**config.mk**
```make
export PLATFORM = sky130hd
export DESIGN_NAME = axi_rd_arbiter
export DESIGN_NICKNAME = d
export VERILOG_FILES = /design/src/rtl/axi_rd_arbiter_pkg.sv /design/src/rtl/axi_rd_arbiter_rr_arb3.sv /design/src/rtl/axi_rd_arbiter.sv
export SDC_FILE = /design/constraint.sdc
export NUM_CORES = 1
export LEC_CHECK = 0
export BUFFER_PORTS_ARGS = -buffer_cell sky130_fd_sc_hd__buf_2
export CORE_ASPECT_RATIO = 0.9
export CORE_MARGIN = 4
export CORE_UTILIZATION = 30
export DETAILED_ROUTE_END_ITERATION = 12
export PLACE_DENSITY_LB_ADDON = 0.1
export SLEW_MARGIN = 10
export SYNTH_ARGS = -nofsm -noshare
export SYNTH_HDL_FRONTEND = slang
export SYNTH_HIERARCHICAL = 1
export SYNTH_SLANG_ARGS = --single-unit
```
**constraint.sdc**
```tcl
create_clock -name sys_clk -period 1.7 [get_ports sys_clk]
set_input_delay 0.085 -clock sys_clk [delete_from_list [all_inputs] [get_ports sys_clk]]
set_output_delay 0.085 -clock sys_clk [all_outputs]
set_load 0.1 [all_outputs]
```
**src/rtl/axi_rd_arbiter_pkg.sv**
```systemverilog
// Shared constants for the AXI read-path arbiter: FSM encodings, slave decode and select codes.
package axi_rd_arbiter_pkg;

  localparam logic [2:0] StIdle = 3'd0;
  localparam logic [2:0] StAr   = 3'd1;
  localparam logic [2:0] StR    = 3'd2;
  localparam logic [2:0] StDar  = 3'd3;
  localparam logic [2:0] StDr   = 3'd4;

  localparam logic [1:0] HiUnmapped = 2'b00;
  localparam logic [1:0] HiS0       = 2'b01;
  localparam logic [1:0] HiS1       = 2'b10;
  localparam logic [1:0] HiS2       = 2'b11;

  localparam logic [2:0] SelNone = 3'b000;
  localparam logic [2:0] SelS0   = 3'b001;
  localparam logic [2:0] SelS1   = 3'b010;
  localparam logic [2:0] SelS2   = 3'b100;

  localparam logic [1:0] RESP_DECERR = 2'b11;

  function automatic logic [2:0] slave_sel(input logic [1:0] hi);
    case (hi)
      HiS0:    slave_sel = SelS0;
      HiS1:    slave_sel = SelS1;
      HiS2:    slave_sel = SelS2;
      default: slave_sel = SelNone;
    endcase
  endfunction

endpackage

```
**src/rtl/axi_rd_arbiter_rr_arb3.sv**
```systemverilog
// Three-way round-robin arbiter; the pointer remembers the last granted requester.
module rr_arb3 (
  input  logic       clk_i,
  input  logic       rst_ni,
  input  logic [2:0] req_i,
  input  logic       upd_i,
  input  logic [2:0] upd_gnt_i,
  output logic [2:0] gnt_o
);

  logic [2:0] ptr_q;

  // Search starts at the requester after the one last granted.
  always_comb begin
    gnt_o = 3'b000;
    case (ptr_q)
      3'b001: begin
        if (req_i[1])      gnt_o = 3'b010;
        else if (req_i[2]) gnt_o = 3'b100;
        else if (req_i[0]) gnt_o = 3'b001;
      end
      3'b010: begin
        if (req_i[2])      gnt_o = 3'b100;
        else if (req_i[0]) gnt_o = 3'b001;
        else if (req_i[1]) gnt_o = 3'b010;
      end
      default: begin
        if (req_i[0])      gnt_o = 3'b001;
        else if (req_i[1]) gnt_o = 3'b010;
        else if (req_i[2]) gnt_o = 3'b100;
      end
    endcase
  end

  always_ff @(posedge clk_i or negedge rst_ni) begin
    if (!rst_ni) begin
      ptr_q <= 3'b100;
    end else if (upd_i) begin
      ptr_q <= upd_gnt_i;
    end
  end

endmodule

```
**src/rtl/axi_rd_arbiter.sv**
```systemverilog
// AXI read-path arbiter: round-robin AR grant, R-route sequencing, one transaction in flight.
// Define AXI_RD_DECERR_EN to serve addr_hi = 00 from an internal decode-error slave.
module axi_rd_arbiter
  import axi_rd_arbiter_pkg::*;
#(
  parameter int unsigned ID_WIDTH   = 4,
  parameter int unsigned RESP_WIDTH = 2
) (
  input  logic                  sys_clk,
  input  logic                  sys_rstn,
  input  logic                  m0_arvalid,
  input  logic                  m1_arvalid,
  input  logic                  m2_arvalid,
  input  logic [1:0]            m0_araddr_hi,
  input  logic [1:0]            m1_araddr_hi,
  input  logic [1:0]            m2_araddr_hi,
  input  logic                  s_arvalid,
  input  logic [ID_WIDTH-1:0]   s_arid,
  input  logic [7:0]            s_arlen,
  input  logic                  m_arready,
  input  logic                  m_rvalid,
  input  logic                  m_rlast,
  input  logic                  s_rready,
  output logic [2:0]            ar_grant,
  output logic                  s_araddr_en,
  output logic [2:0]            rvalid_sel,
  output logic                  m_rvalid_sel_en,
  output logic                  busy,
  output logic                  dec_arready,
  output logic                  dec_rvalid,
  output logic                  dec_rlast,
  output logic [ID_WIDTH-1:0]   dec_rid,
  output logic [RESP_WIDTH-1:0] dec_rresp
);

  logic [2:0]            state_q, state_d;
  logic [2:0]            ar_grant_q, ar_grant_d;
  logic                  s_araddr_en_q, s_araddr_en_d;
  logic [2:0]            rvalid_sel_q, rvalid_sel_d;
  logic                  m_rvalid_sel_en_q, m_rvalid_sel_en_d;
  logic                  busy_q, busy_d;
  logic                  dec_arready_q, dec_arready_d;
  logic                  dec_rvalid_q, dec_rvalid_d;
  logic                  dec_rlast_q, dec_rlast_d;
  logic [ID_WIDTH-1:0]   dec_rid_q, dec_rid_d;
  logic [RESP_WIDTH-1:0] dec_rresp_q, dec_rresp_d;
  logic [7:0]            beat_cnt_q, beat_cnt_d;

  logic [2:0] elig, arb_gnt;
  logic       arb_upd;
  logic [1:0] win_hi, gnt_hi;

`ifdef AXI_RD_DECERR_EN
  assign elig = {m2_arvalid, m1_arvalid, m0_arvalid};
`else
  assign elig = {m2_arvalid & (|m2_araddr_hi), m1_arvalid & (|m1_araddr_hi),
                 m0_arvalid & (|m0_araddr_hi)};
  logic unused_dec_inputs;
  assign unused_dec_inputs = ^{s_arid, s_arlen, win_hi};
`endif

  assign win_hi = ({2{arb_gnt[0]}} & m0_araddr_hi) | ({2{arb_gnt[1]}} & m1_araddr_hi) |
                  ({2{arb_gnt[2]}} & m2_araddr_hi);
  assign gnt_hi = ({2{ar_grant_q[0]}} & m0_araddr_hi) | ({2{ar_grant_q[1]}} & m1_araddr_hi) |
                  ({2{ar_grant_q[2]}} & m2_araddr_hi);

  rr_arb3 u_arb (
    .clk_i     (sys_clk),
    .rst_ni    (sys_rstn),
    .req_i     (elig),
    .upd_i     (arb_upd),
    .upd_gnt_i (ar_grant_q),
    .gnt_o     (arb_gnt)
  );

  always_comb begin
    state_d           = state_q;
    ar_grant_d        = ar_grant_q;
    s_araddr_en_d     = s_araddr_en_q;
    rvalid_sel_d      = rvalid_sel_q;
    m_rvalid_sel_en_d = m_rvalid_sel_en_q;
    busy_d            = busy_q;
    dec_arready_d     = dec_arready_q;
    dec_rvalid_d      = dec_rvalid_q;
    dec_rlast_d       = dec_rlast_q;
    dec_rid_d         = dec_rid_q;
    dec_rresp_d       = dec_rresp_q;
    beat_cnt_d        = beat_cnt_q;
    arb_upd           = 1'b0;
    case (state_q)
      StIdle: begin
        if (|arb_gnt) begin
          ar_grant_d = arb_gnt;
          busy_d     = 1'b1;
`ifdef AXI_RD_DECERR_EN
          if (win_hi == HiUnmapped) begin
            state_d       = StDar;
            dec_arready_d = 1'b1;
          end else
`endif
          begin
            state_d       = StAr;
            s_araddr_en_d = 1'b1;
          end
        end
      end
      StAr: begin
        if (s_arvalid && m_arready) begin
          state_d           = StR;
          s_araddr_en_d     = 1'b0;
          rvalid_sel_d      = slave_sel(gnt_hi);
          m_rvalid_sel_en_d = 1'b1;
        end
      end
      StR: begin
        if (m_rvalid && s_rready && m_rlast) begin
          state_d           = StIdle;
          arb_upd           = 1'b1;
          ar_grant_d        = SelNone;
          rvalid_sel_d      = SelNone;
          m_rvalid_sel_en_d = 1'b0;
          busy_d            = 1'b0;
        end
      end
`ifdef AXI_RD_DECERR_EN
      StDar: begin
        if (s_arvalid) begin
          state_d       = StDr;
          dec_arready_d = 1'b0;
          dec_rid_d     = s_arid;
          beat_cnt_d    = s_arlen;
          dec_rvalid_d  = 1'b1;
          dec_rresp_d   = RESP_WIDTH'(RESP_DECERR);
          dec_rlast_d   = (s_arlen == 8'd0);
        end
      end
      StDr: begin
        if (s_rready) begin
          if (beat_cnt_q == 8'd0) begin
            state_d      = StIdle;
            arb_upd      = 1'b1;
            ar_grant_d   = SelNone;
            busy_d       = 1'b0;
            dec_rvalid_d = 1'b0;
            dec_rlast_d  = 1'b0;
            dec_rid_d    = '0;
            dec_rresp_d  = '0;
          end else begin
            beat_cnt_d  = beat_cnt_q - 8'd1;
            dec_rlast_d = (beat_cnt_q == 8'd1);
          end
        end
      end
`endif
      default: state_d = StIdle;
    endcase
  end

  always_ff @(posedge sys_clk or negedge sys_rstn) begin
    if (!sys_rstn) begin
      state_q           <= StIdle;
      ar_grant_q        <= SelNone;
      s_araddr_en_q     <= 1'b0;
      rvalid_sel_q      <= SelNone;
      m_rvalid_sel_en_q <= 1'b0;
      busy_q            <= 1'b0;
      dec_arready_q     <= 1'b0;
      dec_rvalid_q      <= 1'b0;
      dec_rlast_q       <= 1'b0;
      dec_rid_q         <= '0;
      dec_rresp_q       <= '0;
      beat_cnt_q        <= 8'd0;
    end else begin
      state_q           <= state_d;
      ar_grant_q        <= ar_grant_d;
      s_araddr_en_q     <= s_araddr_en_d;
      rvalid_sel_q      <= rvalid_sel_d;
      m_rvalid_sel_en_q <= m_rvalid_sel_en_d;
      busy_q            <= busy_d;
      dec_arready_q     <= dec_arready_d;
      dec_rvalid_q      <= dec_rvalid_d;
      dec_rlast_q       <= dec_rlast_d;
      dec_rid_q         <= dec_rid_d;
      dec_rresp_q       <= dec_rresp_d;
      beat_cnt_q        <= beat_cnt_d;
    end
  end

  // Without the decode-error slave the dec_* registers never leave reset, so they read as 0.
  assign ar_grant        = ar_grant_q;
  assign s_araddr_en     = s_araddr_en_q;
  assign rvalid_sel      = rvalid_sel_q;
  assign m_rvalid_sel_en = m_rvalid_sel_en_q;
  assign busy            = busy_q;
  assign dec_arready     = dec_arready_q;
  assign dec_rvalid      = dec_rvalid_q;
  assign dec_rlast       = dec_rlast_q;
  assign dec_rid         = dec_rid_q;
  assign dec_rresp       = dec_rresp_q;

endmodule

```
Yosys cells after proc, flatten, opt, wreduce, memory -nomap -nowiden. Cells that the tools add are included.

Bits in registers: 15. Logic and storage cells: 68. Memories: 0. Latch bits: 0. Bits in read-only memories: 0. Bits in writable memories: 0. Output and inout port bits: 18.

Div/mod/pow operators: 0. Multiplexer cells: 28. Order comparisons: 0. Eq/ne operators: 10. Reduce and logical (&&, ||, !) cells: 15. Bitwise operators: 8. Shift operators: 0. Add/subtract/negate cells: 0. Multiply operators: 0.

Operator list (count): $mux 3 (12); $pmux 3 s2 (3); $pmux 3 s3 (2); $reduce_and 3->1 (4); $mux 1 (7); $and 2x2->2 (3); $eq 3x1->1 const B (2); $eq 3x2->1 const B (2); $ne 2x2->1 const B (3); $pmux 1 s2 (3); $reduce_bool 2->1 (3); $reduce_or 2->1 (3); $eq 2x2->1 const B (2); $or 2x2->2 (2); $and 1x1->1 (3); $logic_and 1x1->1 (3); $logic_not 3->1 (1); $reduce_or 3->1 (1); $eq 2x1->1 const B (1); $mux 2 (1).

Logic depth before layout (Yosys ltp). Gate-level depths: netlist of the first run.

Depth after elaboration: 9. Mapped depth: 6. Gate-level depth less buffers: 6.

By module. The synthesis of the first run kept the hierarchy.

Modules (own cells, without submodules): axi_rd_arbiter (area each 611.8 µm², cells an instance 65, instances 1, sequential area each 275.3 µm²); rr_arb3 (area each 209.0 µm², cells an instance 17, instances 1, sequential area each 76.3 µm²).

Worst setup path after synthesis of the first run. OpenSTA, ideal clock, no wires.

Path type: register to register. From: register ar_grant_q[0], in the netlist ar_grant[0]. To: register rvalid_sel_q[0], in the netlist rvalid_sel[0]. Required time: 1.599 ns. Cell stages (with the launch flop): 4. Period minus slack after synthesis: 1.718 ns. Library setup time: 0.101 ns. Path buffers: 0. Arrival time: 1.617 ns. Setup slack: -0.018 ns. Cells stage by stage: dfrtp_1 -> a222oi_1 -> inv_1 -> o32ai_1.

Longest elaborated chain between the ends: 7. Elaborated cells between the ends (all ways): 9. Classes of those cells: eq/ne (3); mux (3); bitwise (3).

Ends and longest elaborated chain: start, declared (RTL line axi_rd_arbiter.sv:37) `logic [2:0] ar_grant_q, ar_grant_d;`; start signal, assigned (RTL line axi_rd_arbiter.sv:162) `ar_grant_q <= SelNone;`; start signal, assigned (RTL line axi_rd_arbiter.sv:175) `ar_grant_q <= ar_grant_d;`; $and 2x2->2 (*) (RTL line axi_rd_arbiter.sv:64) `assign gnt_hi = ({2{ar_grant_q[0]}} & m0_araddr_hi) | ({2{ar_grant_q[1]}} & m1_araddr_hi) |`; $or 2x2->2 (*) (2 in a row) (RTL line axi_rd_arbiter.sv:64); $eq 2x2->1 / $eq 2x1->1 (equally long branches) (RTL line axi_rd_arbiter_pkg.sv:23) `case (hi)`; $pmux 3 s3 (*) (RTL line axi_rd_arbiter_pkg.sv:23); $mux 3 (*) (RTL line axi_rd_arbiter.sv:108) `if (s_arvalid && m_arready) begin`; $pmux 3 s2 (*) (RTL line axi_rd_arbiter.sv:90) `case (state_q)`; end signal, assigned (RTL line axi_rd_arbiter.sv:164) `rvalid_sel_q <= SelNone;`; end signal, assigned (RTL line axi_rd_arbiter.sv:177) `rvalid_sel_q <= rvalid_sel_d;`; end, declared (RTL line axi_rd_arbiter.sv:39) `logic [2:0] rvalid_sel_q, rvalid_sel_d;`.

Every way passes the cells marked *; elsewhere a longest branch is shown, timed or not. The select of a mux whose other input is x is not followed. A chain may end at the register's enable or synchronous reset.

Worst setup path in the final report of the first run.
From: register u_arb.ptr_q[0]. To: register ar_grant_q[1], in the netlist ar_grant[1].

Longest elaborated chain between the ends: 5. Elaborated cells between the ends (all ways): 8. Classes of those cells: eq/ne (3); mux (3); reduce/logical (2).

Ends and longest elaborated chain: start, declared (RTL line axi_rd_arbiter_rr_arb3.sv:11) `logic [2:0] ptr_q;`; start signal, assigned (RTL line axi_rd_arbiter_rr_arb3.sv:39) `ptr_q <= upd_gnt_i;`; $eq 3x2->1 / $eq 3x1->1 (equally long branches) (RTL line axi_rd_arbiter_rr_arb3.sv:16) `case (ptr_q)`; $pmux 3 s2 (*) (RTL line axi_rd_arbiter_rr_arb3.sv:16); net arb_gnt[1] (RTL line axi_rd_arbiter.sv:49) `logic [2:0] elig, arb_gnt;`; $reduce_or 3->1 (RTL line axi_rd_arbiter.sv:92) `if (|arb_gnt) begin`; $ne 2x2->1 (no source line); $reduce_and 3->1 (no source line).

The timed path passes the listed nets; every way through them passes the cells marked *. The select of a mux whose other input is x is not followed.

==> results.tsv, run 1 <==
stage	metric	value	unit
global_route	initial antenna violation count	0	
synthesis	cells after synthesis	82	
final_layout	Final Util	41.57	%
global_route	largest net degree at the start of global routing	15	
global_route	global route overflow	0	
critical_path	Worst Path Required	1.90	ns
clocking	clk root buf	clkbuf_4	
final_layout	post-route cell area	1052	µm²
placed_design	Detailed Place HPWL	1446	µm
sta	Tmin final	1.670	ns
sta	Max Clk Rate	598.8	MHz
power	Net Sw Frac	57.41	%
clocking	clock slew at reported path FFs	0.09	ns
sta	period utilisation layout	98.23	%
floorplan	Die Width	63.14	µm
clocking	CTS sink count	14	
sta	unrepaired setup endpoints after global routing	yes	
critical_path	slowest CP cell	dfrtp_1	
global_route	gr usage total	11.29	%
power	switching power of the nets	1.292	mW
critical_path	critical path's most frequent cell	buf_4	
synthesis	FFs w/ async S/R, synth	100.0	%
global_route	first-pass GRT wire length	3222	µm
critical_path	Worst path max stage delay	0.43	ns
route	DRC Markers	0	
critical_path	Startpoint Class	flip-flop	
run_status	run status	complete, no violations	
power	Power Total	2.251	mW
sta	Max-slew headroom	65.71	%
power	Leakage Power	0.5064	nW
placed_design	worst slack, placed	-0.004630	ns
power	Clock power frac	10.8	%
synthesis	Cell Area, Synth	820.8	µm²
route	Vias	729	
critical_path	Crit Path Max Fanout	5	
clocking	CTS Buf Count	3	
clocking	H-tree Lvls	1	
route	Total Wirelength	1901	µm
clocking	CTS Buffer Depth	2	
placed_design	routability congestion estimate	0.6880	
floorplan	die height	57.62	µm
route	initial DRC count	32	
placed_design	DP Area	975.9	µm²
route	Post-DRT Antenna Nets	0	
route	drt first pass iters	4	
power	Comb power frac	61.7	%
sta	hold_ws	0.02723	ns
sta	Final setup viols	0	
placed_design	port bufs	24	
final_layout	Filler Cell Count	251	
floorplan	Core ar.	2531	µm²
critical_path	crit path buf inv count	2	
synthesis	ys flop type	dfrtp_1	
placed_design	dpl cells	137	
global_route	vias in the first global route	693	
final_layout	Finished Layout Cells	144	
sta	Fin Clk Skew	0.001405	ns
clocking	CTS tree	done	
synthesis	total number of yosys warnings	6	
critical_path	CP Cell Sequence	buf_4 > nand4bb_1 > o2111a_1 > nor3_2 > buf_4 > a21oi_1 > o22ai_1	
synthesis	register area share after synthesis	42.84	%
sta	max-slew violation count	0	
synthesis	EDFF count, synth	0	
power	VDD IR max	0.0008258	V
sta	Final Hold Violating Endpoints	0	
critical_path	Worst Setup End Kind	flip-flop	
critical_path	crit-path leading delay family	compound AO/OA/AOI/OAI gates	
final_layout	Nets	145	
sta	worst slew pin tran	0.5143	ns
final_layout	layout cells sized above 1	37.07	%
route	wire per inst	13.20	µm
power	P per Cell Area	2139	nW/µm²
critical_path	Crit Path Class	flip-flop to flip-flop	
synthesis	Yosys cell types	32	
synthesis	Synth Register Bits	14	
synthesis	Post-Syn Area per Cell	10.01	µm²
sta	setup TNS	0	ns
hold_path	Hold WC Path Type	input port to flip-flop	
power	internal power	0.9585	mW
floorplan	die area	3638	µm²
route	Avg Vias per Cell	5.063	
floorplan	Initial Util	32.43	%
clocking	Clk Latency, worst-skew pair	0.28	ns
run	Max Cap Violations	0	
critical_path	CP Data Arrival Time	1.87	ns
sta	Final WS setup	0.03010	ns
floorplan	row count	17	
final_layout	number of diodes	0	
floorplan	Ports	46	
final_layout	Layout area overhead	28.20	%
power	sequential power share	27.5	%
kinds of logic after synthesis:
group	count (synthesis)	share of synthesized area (%)
AOI/OAI and AO/OA	25	23.17
and+or+nand+nor	20	15.70
buffers and inverters	18	12.65
DFF	14	42.84
muxes	3	4.116
xor gates and xnor gates	1	1.067
other	1	0.4569
routing by layer:
metal  GRT usage (%)  share of wire, %
met1           15.44                45
met3           3.682               5.9
met5               0                 0
met4           2.830                 0
met2           17.29                49
placed cells by master (no fill, tap or decap), types with 2 or more instances in the layout:
cell type and instances:
a21oi_1 4, a222oi_1 2, buf_2 24, buf_4 8
clkbuf_4 3, conb_1 9, dfrtp_1 11, dfrtp_2 2
inv_1 7, mux2_1 3, nand2_1 5, nand4bb_1 2
nor2_1 2, nor2b_1 3, o21a_1 3, o21ai_0 4
o22ai_1 3, o32ai_1 3
final timing paths:
path | endpoint | slack (ns) | cells after the start | start
max | ar_grant[1]$_DFFE_PN0P_ | 0.03 | 7 | u_arb/ptr_q[0]$_DFFE_PN0P_
min | state_q[0]$_DFFE_PN0P_ | 0.03 | 2 | m_arready
max reg2reg | ar_grant[1]$_DFFE_PN0P_ | 0.03 | 7 | u_arb/ptr_q[0]$_DFFE_PN0P_
min reg2reg | s_araddr_en$_DFFE_PN0P_ | 0.49 | 2 | s_araddr_en$_DFFE_PN0P_
max in group asynchronous | u_arb/ptr_q[2]$_DFFE_PN1P_ | 1.19 | 2 | sys_rstn
min in group asynchronous | rvalid_sel[2]$_DFFE_PN0P_ | 0.22 | 2 | sys_rstn
timing repair:
item / CTS / global route
hold endpoints to repair: 14 / 0
hold buffers: 1 / 0
buffers inserted: 2 / 0
pin swaps: 0 / 2
gates resized for setup: 0 / 2
setup endpoints to repair: 3 / 6
power by group through the flow:
| stage | clock [mW] | combinational (mW) | sequential (mW) |
|---|---|---|---|
| global placement | 0 | 1.33 | 0.632 |
| floorplan | 0 | 0.479 | 1.24 |
| finish | 0.243 | 1.39 | 0.619 |
| CTS | 0.251 | 1.38 | 0.619 |
| global route | 0.273 | 1.49 | 0.653 |
| detailed placement | 0 | 1.34 | 0.635 |
synthesized netlist by cell type (3+ instances only):
cell type | n | share of area [%]
o21a_1 | 3 | 2.7
inv_1 | 7 | 3.2
a21oi_1 | 4 | 2.4
dfrtp_1 | 13 | 40
o21ai_0 | 4 | 2.4
buf_4 | 9 | 8.2
nor2b_1 | 3 | 2.3
o22ai_1 | 3 | 2.3
o32ai_1 | 3 | 3.2
nand2_1 | 5 | 2.3
mux2_1 | 3 | 4.1
worst register-to-register path, stage by stage, from the launching register on:
cell and delay (ns):
dfrtp_1 0.43, buf_4 0.16, nand4bb_1 0.25, o2111a_1 0.21, nor3_2 0.18, buf_4 0.16, a21oi_1 0.07, o22ai_1 0.15
sequential cells by signal, indices dropped and copies added, names as in the netlist:
register / flops
m_rvalid_sel_en: 1
rvalid_sel: 3
busy: 1
s_araddr_en: 1
state_q: 2
ar_grant: 3
u_arb/ptr_q: 3
cell type report:
class	count	area (µm²)	area share [%]
well taps	28	35.03	3.329
clock buffers	4	36.28	3.448
repair buffers	33	190.2	18.07
flip-flops and latches	14	354.1	33.65
inverters	7	26.28	2.497
multi-input cells	58	410.4	39.00
Power figures use the tool's default switching activity.
==> run 2, diff against run 1 <==
--- a/config.mk
+++ b/config.mk
@@ -6,7 +6,7 @@
 export NUM_CORES = 1
 export LEC_CHECK = 0
 export BUFFER_PORTS_ARGS = -buffer_cell sky130_fd_sc_hd__buf_2
-export CORE_ASPECT_RATIO = 0.9
+export CORE_ASPECT_RATIO = 1.5
 export CORE_MARGIN = 4
 export CORE_UTILIZATION = 30
 export DETAILED_ROUTE_END_ITERATION = 12
==> results.tsv, run 2 (synthesis results as in run 1) <==
stage	metric	value	unit	change
power	switching power of the nets	1.351	mW	+4.6%
sta	Max-slew headroom	66.01	%	+0.30 points
floorplan	die area	3654	µm²	+0.44%
clocking	H-tree Lvls	1		unchanged
clocking	CTS sink count	14		unchanged
clocking	clock slew at reported path FFs	0.06	ns	-0.03 ns
critical_path	slowest CP cell	dfrtp_1		
power	VDD IR max	0.0007673	V	-7.1%
placed_design	routability congestion estimate	0.6683		-2.9%
critical_path	Worst Setup End Kind	flip-flop		
critical_path	CP Data Arrival Time	1.79	ns	-0.08 ns
floorplan	Die Width	50.71	µm	-20%
placed_design	port bufs	24		unchanged
critical_path	Startpoint Class	flip-flop		
critical_path	slack of the worst reg-to-reg path	0.03	ns	about the same
sta	Max Clk Rate	599.9	MHz	+0.17%
global_route	largest net degree at the start of global routing	15		unchanged
final_layout	number of diodes	0		unchanged
clocking	CTS Buf Count	3		unchanged
route	Avg Vias per Cell	4.730		-6.6%
global_route	gr usage total	12.96	%	+1.7 points
floorplan	Initial Util	31.00	%	-1.4 points
critical_path	Worst R2R Path Depth	6		-1
sta	Fin Clk Skew	0.004579	ns	+0.003174 ns
run	Max Cap Violations	0		unchanged
hold_path	hold path depth	2		unchanged
floorplan	Core ar.	2648	µm²	+4.6%
final_layout	Filler Cell Count	291		+16%
critical_path	CP Cell Sequence	or3b_4 > o311ai_4 > nor3_2 > buf_4 > a21oi_1 > o22ai_1		
sta	unrepaired setup endpoints after global routing	yes		
power	Clock power frac	13.4	%	+2.6 points
global_route	initial antenna violation count	0		unchanged
critical_path	Worst Path Required	1.82	ns	-0.08 ns
critical_path	Crit Path Max Fanout	4		-1
critical_path	crit-path leading delay family	compound AO/OA/AOI/OAI gates		
critical_path	Reg-to-Reg Start	u_arb/ptr_q[1]$_DFFE_PN0P_		
route	DRC Markers	0		unchanged
clocking	CTS tree	done		
sta	Final setup viols	0		unchanged
power	internal power	1.120	mW	+17%
route	Total Wirelength	2161	µm	+14%
final_layout	most common cell after layout, fill and taps aside	buf_2		
clocking	Clk Latency, worst-skew pair	0.25	ns	-0.03 ns
route	Vias	752		+3.2%
hold_path	endpoint of the worst hold path	state_q[0]$_DFFE_PN0P_		
critical_path	crit path buf inv count	1		-1
route	initial DRC count	16		-50%
critical_path	Worst path max stage delay	0.40	ns	-0.03 ns
power	Comb power frac	61.2	%	-0.5 points
sta	Tmin final	1.667	ns	-0.002879 ns
hold_path	Hold WC Path Type	input port to flip-flop		
power	Net Sw Frac	54.68	%	-2.7 points
global_route	first-pass GRT wire length	3546	µm	+10%
power	P per Cell Area	2133	nW/µm²	-0.27%
power	Power Total	2.471	mW	+9.8%
sta	worst slew pin tran	0.5098	ns	-0.004487 ns
final_layout	post-route cell area	1159	µm²	+10%
clocking	clk root buf	clkbuf_8		
hold_path	HP Start	m_arready		
sta	Final Hold Violating Endpoints	0		unchanged
run_status	run status	complete, no violations		
floorplan	die height	72.06	µm	+25%
critical_path	FF-to-FF End	ar_grant[0]$_DFFE_PN0P_		
final_layout	Nets	151		+4.1%
floorplan	Ports	46		unchanged
route	wire per inst	13.59	µm	+3.0%
floorplan	row count	23		+6
global_route	global route overflow	0		unchanged
sta	max-slew violation count	0		unchanged
route	drt first pass iters	4		unchanged
power	sequential power share	25.4	%	-2.1 points
global_route	vias in the first global route	773		+12%
final_layout	most frequent cells in the layout	24 x buf_2, 14 x buf_4, 10 x dfrtp_1		
route	Post-DRT Antenna Nets	0		unchanged
sta	period utilisation layout	98.06	%	-0.17 points
final_layout	layout cells sized above 1	45.08	%	+8.0 points
placed_design	DP Area	1010	µm²	+3.5%
power	Leakage Power	0.5488	nW	+8.4%
final_layout	Layout area overhead	41.16	%	
clocking	CTS Buffer Depth	2		unchanged
placed_design	Detailed Place HPWL	1604	µm	+11%
critical_path	Crit Path Class	flip-flop to flip-flop		
[run 2: worst register-to-register path, cell delays in order (launching register included)]
cell and delay [ns]:
dfrtp_1 0.40, or3b_4 0.39, o311ai_4 0.27, nor3_2 0.09
buf_4 0.16, a21oi_1 0.14, o22ai_1 0.10
[run 2: how the worst max path moves through the flow]
stage	from	endpoint	slack (ns)	cells past startpoint
final	u_arb/ptr_q[1]$_DFFE_PN0P_	ar_grant[0]$_DFFE_PN0P_	0.03	6
after global routing	u_arb/ptr_q[1]$_DFFE_PN0P_	ar_grant[0]$_DFFE_PN0P_	-0.03	6
after CTS	u_arb/ptr_q[2]$_DFFE_PN1P_	ar_grant[0]$_DFFE_PN0P_	0.008	6
after detailed placement	u_arb/ptr_q[0]$_DFFE_PN0P_	ar_grant[1]$_DFFE_PN0P_	-0.04	6
after global placement	u_arb/ptr_q[0]$_DFFE_PN0P_	ar_grant[1]$_DFFE_PN0P_	0.0004	6
after floorplan	ar_grant[2]$_DFFE_PN0P_	rvalid_sel[0]$_DFFE_PN0P_	0.04	3
[run 2: power groups by stage]
stage	combinational [mW]	sequential, mW	clock [mW]
global route	1.60	0.651	0.353
finish	1.51	0.627	0.331
global placement	1.37	0.635	0
CTS	1.49	0.627	0.337
detailed placement	1.38	0.638	0
floorplan	0.479	1.24	0
[run 2: metrics by stage]
stage	hold WS [ns]	TNS [ns]	utilization (%)	worst slack (ns)	cells
global placement	-0.004724	0	38.14	0.0004470	149
finish	0.05984	0	43.76	0.03298	159
global route	0.06404	-0.1040	43.76	-0.03218	159
detailed placement	-0.0006677	-0.05959	38.14	-0.03903	149
CTS	0.06226	0	42.86	0.008342	159
floorplan	-0.2106	0	-	0.03858	90
[run 2: cell type report]
type / count / area [µm²] / area share, %
clock buffer: 4 / 55.05 / 4.752
timing repair buffer: 39 / 235.2 / 20.30
inverter: 7 / 26.28 / 2.268
multi-input combinational: 58 / 440.4 / 38.01
sequential: 14 / 355.3 / 30.67
tap: 37 / 46.29 / 3.996
[run 2: per-layer routing]
metal / vias to the layer above / wire (µm) / track usage, %
met5: - / 0 / 0
met4: 0 / 48 / 7.186
met3: 5 / 103 / 2.259
met2: 23 / 1139 / 23.40
met1: 356 / 869 / 14.01
li1: 368 / - / -
[run 2: repair_timing]
| item | 4_1_cts | 5_1_grt |
|---|---|---|
| setup buffers | 5 | 0 |
| hold endpoints to repair | 13 | 0 |
| setup endpoints to repair | 3 | 6 |
| hold buffers | 1 | 0 |
| gates resized for setup | 5 | 4 |
| pin swaps | 3 | 2 |
==> run 3, diff against run 2 <==
--- a/config.mk
+++ b/config.mk
@@ -6,6 +6,7 @@
 export NUM_CORES = 1
 export LEC_CHECK = 0
 export BUFFER_PORTS_ARGS = -buffer_cell sky130_fd_sc_hd__buf_2
+export CAP_MARGIN = 30
 export CORE_ASPECT_RATIO = 1.5
 export CORE_MARGIN = 4
 export CORE_UTILIZATION = 30
@@ -14,5 +15,4 @@
 export SLEW_MARGIN = 10
 export SYNTH_ARGS = -nofsm -noshare
 export SYNTH_HDL_FRONTEND = slang
-export SYNTH_HIERARCHICAL = 1
 export SYNTH_SLANG_ARGS = --single-unit
==> results.tsv, run 3 <==
stage	metric	value	unit	change
synthesis	FFs w/ async S/R, synth	100.0	%	unchanged
global_route	initial antenna violation count	0		unchanged
run	Max Cap Violations	0		unchanged
sta	Fin Clk Skew	0.004149	ns	-0.0004300 ns
clocking	CTS tree	done		
hold_path	endpoint of the worst hold path	state_q[0]$_DFFE_PN0P_		
sta	period utilisation layout	82.79	%	-15 points
synthesis	Post-Syn Area per Cell	8.978	µm²	-10%
route	DRC Markers	0		unchanged
floorplan	Core ar.	2532	µm²	-4.3%
final_layout	Filler Cell Count	285		-2.1%
route	drt first pass iters	4		unchanged
synthesis	register area share after synthesis	43.03	%	+0.20 points
synthesis	synth cell count leaders	16 x nand2_1, 13 x dfrtp_1, 10 x o21ai_0		
power	internal power	0.8116	mW	-28%
final_layout	Nets	148		-2.0%
route	Post-DRT Antenna Nets	0		unchanged
critical_path	Worst Path Required	1.86	ns	+0.04 ns
critical_path	Startpoint Class	flip-flop		
critical_path	Crit Path Max Fanout	9		+5
sta	Final setup viols	0		unchanged
clocking	H-tree Lvls	1		unchanged
run_status	run status	complete, no violations		
power	P per Cell Area	2069	nW/µm²	-3.0%
synthesis	Synth Register Bits	14		unchanged
clocking	setup bufs post-CTS	0		-5
power	Leakage Power	0.4605	nW	-16%
synthesis	Synth top area share	39.82	%	+0.18 points
floorplan	die height	71.92	µm	-0.20%
sta	Tmin final	1.407	ns	-0.2596 ns
placed_design	port bufs	24		unchanged
synthesis	total number of yosys warnings	0		-6
critical_path	slack of the worst reg-to-reg path	0.29	ns	+0.26 ns
clocking	clk root buf	clkbuf_4		
clocking	Clk Latency, worst-skew pair	0.27	ns	+0.02 ns
synthesis	ys flop type	dfrtp_1		
floorplan	Die Width	50.61	µm	-0.19%
floorplan	row count	22		-4.3%
route	Vias	725		-3.6%
synthesis	Area contributors post-synth	dfrtp_1 40%, buf_4 8.3%, nand2_1 7.4%, o21ai_0 6.1%, dfstp_2 3.2%		
critical_path	Crit Path Class	flip-flop to flip-flop		
synthesis	largest area contributor in the netlist	dfrtp_1		
synthesis	EDFF count, synth	0		unchanged
final_layout	Finished Layout Cells	155		-2.5%
sta	max-slew violation count	0		unchanged
power	Power Total	2.024	mW	-18%
floorplan	die area	3640	µm²	-0.39%
hold_path	hold path depth	2		unchanged
critical_path	FF-to-FF End	ar_grant[2]$_DFFE_PN0P_		
route	Total Wirelength	1916	µm	-11%
synthesis	Yosys cell types	30		-6.3%
sta	hold_ws	0.02587	ns	-0.03396 ns
final_layout	layout cells sized above 1	31.93	%	-13 points
power	switching power of the nets	1.212	mW	-10%
final_layout	Layout area overhead	19.75	%	
critical_path	Worst Setup End Kind	flip-flop		
final_layout	post-route cell area	978.4	µm²	-16%
critical_path	slowest CP cell	dfrtp_1		
clocking	quantity of gates resized following cts	0		-5
synthesis	most frequent cell after synthesis	nand2_1		
global_route	global route overflow	0		unchanged
floorplan	Ports	46		unchanged
placed_design	routability congestion estimate	0.9032		+35%
final_layout	most frequent cells in the layout	24 x buf_2, 16 x nand2_1, 11 x dfrtp_1		
route	Avg Vias per Cell	4.677		-1.1%
global_route	largest net degree at the start of global routing	15		unchanged
global_route	vias in the first global route	718		-7.1%
power	Comb power frac	60.0	%	-1.2 points
clocking	CTS Buf Count	3		unchanged
clocking	CTS sink count	14		unchanged
final_layout	most common cell after layout, fill and taps aside	buf_2		
clocking	CTS Buffer Depth	2		unchanged
hold_path	HP Start	m_arready		
placed_design	DP Area	942.2	µm²	-6.7%
power	Clock power frac	9.6	%	-3.8 points
clocking	Hold Buf Count CTS	1		unchanged
critical_path	Reg-to-Reg Start	state_q[1]$_DFFE_PN0P_		
power	sequential power share	30.4	%	+5.0 points
critical_path	CP Data Arrival Time	1.57	ns	-0.22 ns
floorplan	Initial Util	32.26	%	+1.3 points
critical_path	CP Cell Sequence	inv_4 > or3_4 > a22oi_2 > o21ai_1		
synthesis	Cell Area, Synth	817.0	µm²	-0.46%
global_route	gr usage total	11.09	%	-1.9 points
route	wire per inst	12.36	µm	-9.0%
hold_path	Hold WC Path Type	input port to flip-flop		
route	initial DRC count	29		+13
sta	Max Clk Rate	710.5	MHz	+18%
placed_design	dpl cells	150		+0.67%
critical_path	Worst R2R Path Depth	4		-2
clocking	clock slew at reported path FFs	0.08	ns	+0.02 ns
placed_design	Detailed Place HPWL	1570	µm	-2.2%
synthesis	cells after synthesis	91		+11%
sta	setup TNS	0	ns	unchanged
final_layout	number of diodes	0		unchanged
power	Net Sw Frac	59.90	%	+5.2 points
power	VDD IR max	0.0009327	V	+22%
sta	unrepaired setup endpoints after global routing	no		
global_route	first-pass GRT wire length	3167	µm	-11%
sta	Final Hold Violating Endpoints	0		unchanged
critical_path	Worst path max stage delay	0.52	ns	+0.12 ns
[run 3: final cells by class]
| type | instances | area (µm²) | area share (%) |
|---|---|---|---|
| flip-flops and latches | 14 | 354.1 | 36.19 |
| repair buffers | 28 | 152.6 | 15.60 |
| multi-input cells | 72 | 394.1 | 40.28 |
| clock buffers | 4 | 26.28 | 2.685 |
| inverters | 1 | 6.256 | 0.6394 |
| well taps | 36 | 45.04 | 4.604 |
[run 3: worst max path at each step]
stage	to	start	slack (ns)
6_report	ar_grant[2]$_DFFE_PN0P_	state_q[1]$_DFFE_PN0P_	0.29
5_1_grt	rvalid_sel[0]$_DFFE_PN0P_	state_q[0]$_DFFE_PN0P_	0.17
4_1_cts	rvalid_sel[0]$_DFFE_PN0P_	state_q[0]$_DFFE_PN0P_	0.28
3_5_place_dp	ar_grant[2]$_DFFE_PN0P_	state_q[1]$_DFFE_PN0P_	0.29
3_3_place_gp	rvalid_sel[0]$_DFFE_PN0P_	state_q[0]$_DFFE_PN0P_	0.28
2_1_floorplan	rvalid_sel[2]$_DFFE_PN0P_	ar_grant[2]$_DFFE_PN0P_	0.03
[run 3: metrics by stage]
step	util, %	setup slack (ns)
6_report	38.64	0.2926
5_1_grt	38.64	0.1693
4_1_cts	38.64	0.2803
3_5_place_dp	37.20	0.2923
3_3_place_gp	37.20	0.2833
2_1_floorplan	-	0.03289
[run 3: layer usage]
metal	global-route usage, %	part of all wire [%]	vias up
li1	-	-	364
met1	13.35	41	335
met2	18.60	52	19
met3	1.643	4.3	7
met4	6.287	2.5	0
met5	0	0	-
[run 3: worst max-delay path, delay by kind of cell (launching register included)]
family	cells	cell delay [ns]
buffers and inverters	1	0.07
AOI/OAI and AO/OA	2	0.26
DFF	1	0.52
and+or+nand+nor	1	0.43
[run 3: power by group through the flow]
stage               clock network [mW]  registers [mW]  logic (mW)
floorplan                            0            1.22       0.416
global placement                     0           0.620        1.22
detailed placement                   0           0.621        1.22
CTS                              0.205           0.617        1.22
global route                     0.229           0.644        1.27
finish                           0.194           0.616        1.21
[run 3: cells by family (layout without fill, tap and decap cells)]
family,after synthesis,count (layout),synth area share [%]
flops,14,14,43.03
other cells,1,9,0.4590
buf+inv,13,33,12.40
simple gates,35,35,21.29
compound gates,28,28,22.82
